<file path="src/rtl/sc_sequencer.sv">
// Sequence-counter controller: S/R flip-flops, 4-bit SC for the T0..T15 decoder, completed-instruction counter.
// Optional runaway watchdog enabled by defining SC_WATCHDOG_EN.
module sc_sequencer #(
  parameter int MAX_T  = 15,
  parameter int ICNT_W = 16
) (
  input  logic              clk,
  input  logic              rst_n,
  input  logic              start,
  input  logic              halt,
  input  logic              sc_clr,
  input  logic              mem_busy,
  input  logic              ien,
  input  logic              irq,
  output logic [3:0]        code,
  output logic              running,
  output logic              r_cycle,
  output logic              stalled,
  output logic [ICNT_W-1:0] instr_cnt,
  output logic              err
);

  localparam logic [0:0] S_IDLE = 1'b0;
  localparam logic [0:0] S_RUN  = 1'b1;
  localparam logic [3:0] MAX_CODE = 4'(MAX_T);

  logic [0:0] state;
  logic       start_ok;
  logic       count_done;

`ifdef SC_WATCHDOG_EN
  logic err_q;
  assign err      = err_q;
  assign start_ok = start && !err_q;
`else
  assign err      = 1'b0;
  assign start_ok = start;
`endif

  assign running    = (state == S_RUN);
  assign stalled    = (state == S_RUN) && mem_busy && !halt && !sc_clr;
  // The interrupt cycle is not a normal instruction, so it never counts.
  assign count_done = (state == S_RUN) && (halt || sc_clr) && !r_cycle;

  always_ff @(posedge clk or negedge rst_n) begin
    if (!rst_n) begin
      state   <= S_IDLE;
      code    <= 4'd0;
      r_cycle <= 1'b0;
`ifdef SC_WATCHDOG_EN
      err_q   <= 1'b0;
`endif
    end else if (state == S_IDLE) begin
      code <= 4'd0;
      if (start_ok) state <= S_RUN;
    end else if (halt) begin
      state   <= S_IDLE;
      code    <= 4'd0;
      r_cycle <= 1'b0;
    end else if (sc_clr) begin
      code    <= 4'd0;
      r_cycle <= r_cycle ? 1'b0 : (ien && irq);
    end else if (mem_busy) begin
      code <= code;
    end else if (code == MAX_CODE) begin
      code <= 4'd0;
`ifdef SC_WATCHDOG_EN
      state   <= S_IDLE;
      r_cycle <= 1'b0;
      err_q   <= 1'b1;
`endif
    end else begin
      code <= code + 4'd1;
    end
  end

  always_ff @(posedge clk or negedge rst_n) begin
    if (!rst_n)          instr_cnt <= '0;
    else if (count_done) instr_cnt <= instr_cnt + ICNT_W'(1);
  end

endmodule
</file>
<file path="config.mk">
export PLATFORM = sky130hd
export DESIGN_NAME = sc_sequencer
export DESIGN_NICKNAME = d
export VERILOG_FILES = /design/src/rtl/sc_sequencer.sv
export SDC_FILE = /design/constraint.sdc
export NUM_CORES = 1
export LEC_CHECK = 0
export BUFFER_PORTS_ARGS = -buffer_cell sky130_fd_sc_hd__buf_4
export CAP_MARGIN = 20
export CORE_UTILIZATION = 39
export CTS_CLUSTER_SIZE = 8
export DETAILED_ROUTE_END_ITERATION = 7
export GPL_TIMING_DRIVEN = 0
export PLACE_DENSITY = 0.71
export SYNTH_ARGS = -nofsm -noshare
export SYNTH_HDL_FRONTEND = slang
export SYNTH_SLANG_ARGS = --single-unit
</file>
<file path="constraint.sdc">
create_clock -name clk -period 2.2 [get_ports clk]
set_input_delay 0.22 -clock clk [delete_from_list [all_inputs] [get_ports clk]]
set_output_delay 0.22 -clock clk [all_outputs]
set_load 0.01 [all_outputs]
</file>
==> impl_metrics.tcl <==
set metrics [dict create \
    synthCells 94 \
    clkTransAtPathRegs_ns 0.12 \
    cap_viol_max_count 0 \
    synthDominantCellAreaShare_pct 52.3 \
    drive_above_1_share_pct 32.8 \
    hold_slack_ns 0.111 \
    hold_path.class "input pin to flip-flop" \
    yosys.area.top_type "dfrtp_1" \
    area_growth_pct 28.0 \
    cp.required_ns 2.43 \
    yosys-top-cells-count "dfrtp_1, xnor2_1, nand3_1, nor2_1, xor2_1" \
    n_fill_cell 224 \
    crit_type "flip-flop to flip-flop" \
    yosys.cell_count.top_type "dfrtp_1" \
    wire_per_inst_um 12.5 \
    clk_latency_ns 0.29 \
    cts_sinks 22 \
    grt_usage_pct 15.7 \
    drt_first_pass_iters 4 \
    final_cells 158 \
    io_pins 32 \
    setup_violations 0 \
    worstSetupEndpoint "instr_cnt[12]$_DFFE_PN0P_" \
    reg2reg_slack_ns 0.46 \
    ys_seq_area_share_pct 52.3 \
    yosys_warnings 0 \
    core_area_um2 2520 \
    placed_cells 154 \
    wirelength_um 1970 \
    syn-cell-area_um2 1050 \
    dieArea_um2 2910 \
    multi_input_area_um2 477 \
    critPathMaxFanout 5 \
    yosysUniqueCellTypes 30 \
    grt_pass1_wl_um 3310 \
    avgSynthCellArea_um2 11.2 \
    status "complete, no violations" \
    regToRegStartpoint "instr_cnt[0]$_DFFE_PN0P_" \
    drtIter0Drc 13 \
    slew_headroom_pct 55.1 \
    finalSetupTns_ns 0 \
    fin_skew_ns 0.00718 \
    cts_made_buffers 3 \
    viasPerCell 4.89 \
    grt_antenna_before_repair 0 \
    die_w_um 54.0 \
    synth-edff-count 0 \
    place.port_buffers 30 \
    ys_seq_elements 22 \
    hold_viol_final 0 \
    cts_setup_buffers 0 \
    cts_tree "done" \
    rr_worst_depth 6 \
    worstSetupStartpointType "flip-flop" \
    synth_top_flop_cell "dfrtp_1" \
    grt-ovfl-total 0 \
    irDropWorstVdd_mv 0.649 \
    placed_cell_area_um2 1320 \
    max_freq_mhz 576 \
    antenna_cells 0 \
    maxSlewViolCount 0 \
    remaining_drc_errors 0 \
    rsz0062_at_grt "no" \
    synth_area_leaders "dfrtp_1, xnor2_1, xor2_1" \
    fin_total_pwr_mw 1.01 \
    dp_hpwl_um 1510 \
    grt_max_degree 23 \
    fin_area_um2 1350 \
    routed-via-count 773 \
    synthesis.nets 104 \
    cts_root_buffer "clkbuf_4" \
    r2r-end "instr_cnt[12]$_DFFE_PN0P_" \
    core.rowCount 18 \
    synthArstFlopShare_pct 100 \
    fin_nets 140 \
    htreeDepth 1 \
    initial_core_util_pct 41.8 \
    ant_nets 0 \
    worstPathArrival_ns 1.96 \
    startpoint "instr_cnt[0]$_DFFE_PN0P_" \
    die_h_um 54.0 \
    tightest_slew_ns 0.664 \
    leakagePower_nw 0.679 \
    grt_pass1_vias 764 \
    end_kind "flip-flop" \
    powerDensity_nw_per_um2 747 \
    clock_path_buffers 2 \
    post-route-period-util_pct 78.9 \
    finalCriticalPeriod_ns 1.74 \
    gp_congestion 0.724 \
    ff_latch_area_um2 551 \
]
==> logic make-up (layout without fill, tap and decap cells) <==
| logic type | after synthesis | count (layout) | share of synthesized area [%] |
|---|---|---|---|
| other | 1 | 1 | 0.356 |
| AOI/OAI and AO/OA | 7 | 7 | 4.28 |
| muxes | 3 | 3 | 2.97 |
| buffers and inverters | 4 | 38 | 2.49 |
| adders and majority gates | 2 | 2 | 2.37 |
| xor gates and xnor gates | 16 | 16 | 13.3 |
| and+or+nand+nor | 39 | 39 | 22.0 |
| DFF | 22 | 22 | 52.3 |
==> flip-flops by register name, summed over array words and instances (netlist names) <==
signal	flops
r_cycle	1
code	4
instr_cnt	16
running	1
==> final cells by class <==
type / instances / share of cell area (%)
multi-input combinational: 68 / 35.3
buffer: 2 / 1.39
timing repair buffer: 31 / 17.4
clock buffer: 3 / 1.67
tap: 30 / 2.78
inverter: 2 / 0.557
sequential: 22 / 40.8
==> per-stage QoR <==
stage	setup slack (ns)	utilization (%)
after global routing	0.305	53.5
after floorplan	0.519	-
after detailed placement	0.470	52.2
after global placement	0.499	52.2
final	0.465	53.5
after CTS	0.428	53.5
==> worst min-delay path by stage <==
| stage | slack (ns) | endpoint | depth (start not counted) | startpoint |
|---|---|---|---|---|
| 2_1_floorplan | -0.08 | code[0]$_DFFE_PN0P_ | 0 | rst_n |
| 3_3_place_gp | 0.12 | instr_cnt[12]$_DFFE_PN0P_ | 1 | rst_n |
| 5_1_grt | 0.1 | running$_DFF_PN0_ | 2 | halt |
| 4_1_cts | 0.1 | r_cycle$_DFFE_PN0N_ | 2 | halt |
| 3_5_place_dp | 0.12 | instr_cnt[10]$_DFFE_PN0P_ | 1 | rst_n |
| 6_report | 0.11 | r_cycle$_DFFE_PN0N_ | 2 | halt |
==> routing by layer <==
metal	wire (um)	vias up	GRT usage [%]	part of all wire [%]
li1	-	390	-	-
met1	920	366	20.8	47
met2	963	15	26.1	49
met3	71	2	2.54	3.6
met4	14	0	5.13	0.71
met5	0	-	0	0
==> cells in the final DEF, fill, tap and decap left out, types with 2 or more instances in the layout <==
cell type,Yosys,final
buf_4,1,31
dfrtp_1,22,22
xnor2_1,9,9
nor2_1,7,7
xor2_1,7,7
nand3_1,7,7
nand2_1,6,6
nand4_1,5,5
a21oi_1,3,3
clkbuf_4,0,3
inv_1,2,2
mux2i_1,2,2
and3_1,2,2
nor3_4,2,2
nand2b_1,2,2
ha_1,2,2
==> what timing repair did <==
| action | CTS | global route |
|---|---|---|
| resized for setup | 0 | 0 |
| endpoints found under the hold margin | 22 | 0 |
| hold buffers | 1 | 0 |
==> report_power, final <==
part,internal (mW),switching [mW]
registers,0.467,0.0978
clock network,0.0636,0.109
logic,0.153,0.117
total,0.683,0.324
==> worst max-delay path, stage by stage, from the launching register on <==
cell and delay, ns:
dfrtp_1 0.45, ha_1 0.22, nand4_1 0.10, or4b_1 0.49
buf_6 0.16, nor3_4 0.11, xor2_1 0.15
Power figures use the tool's default switching activity.
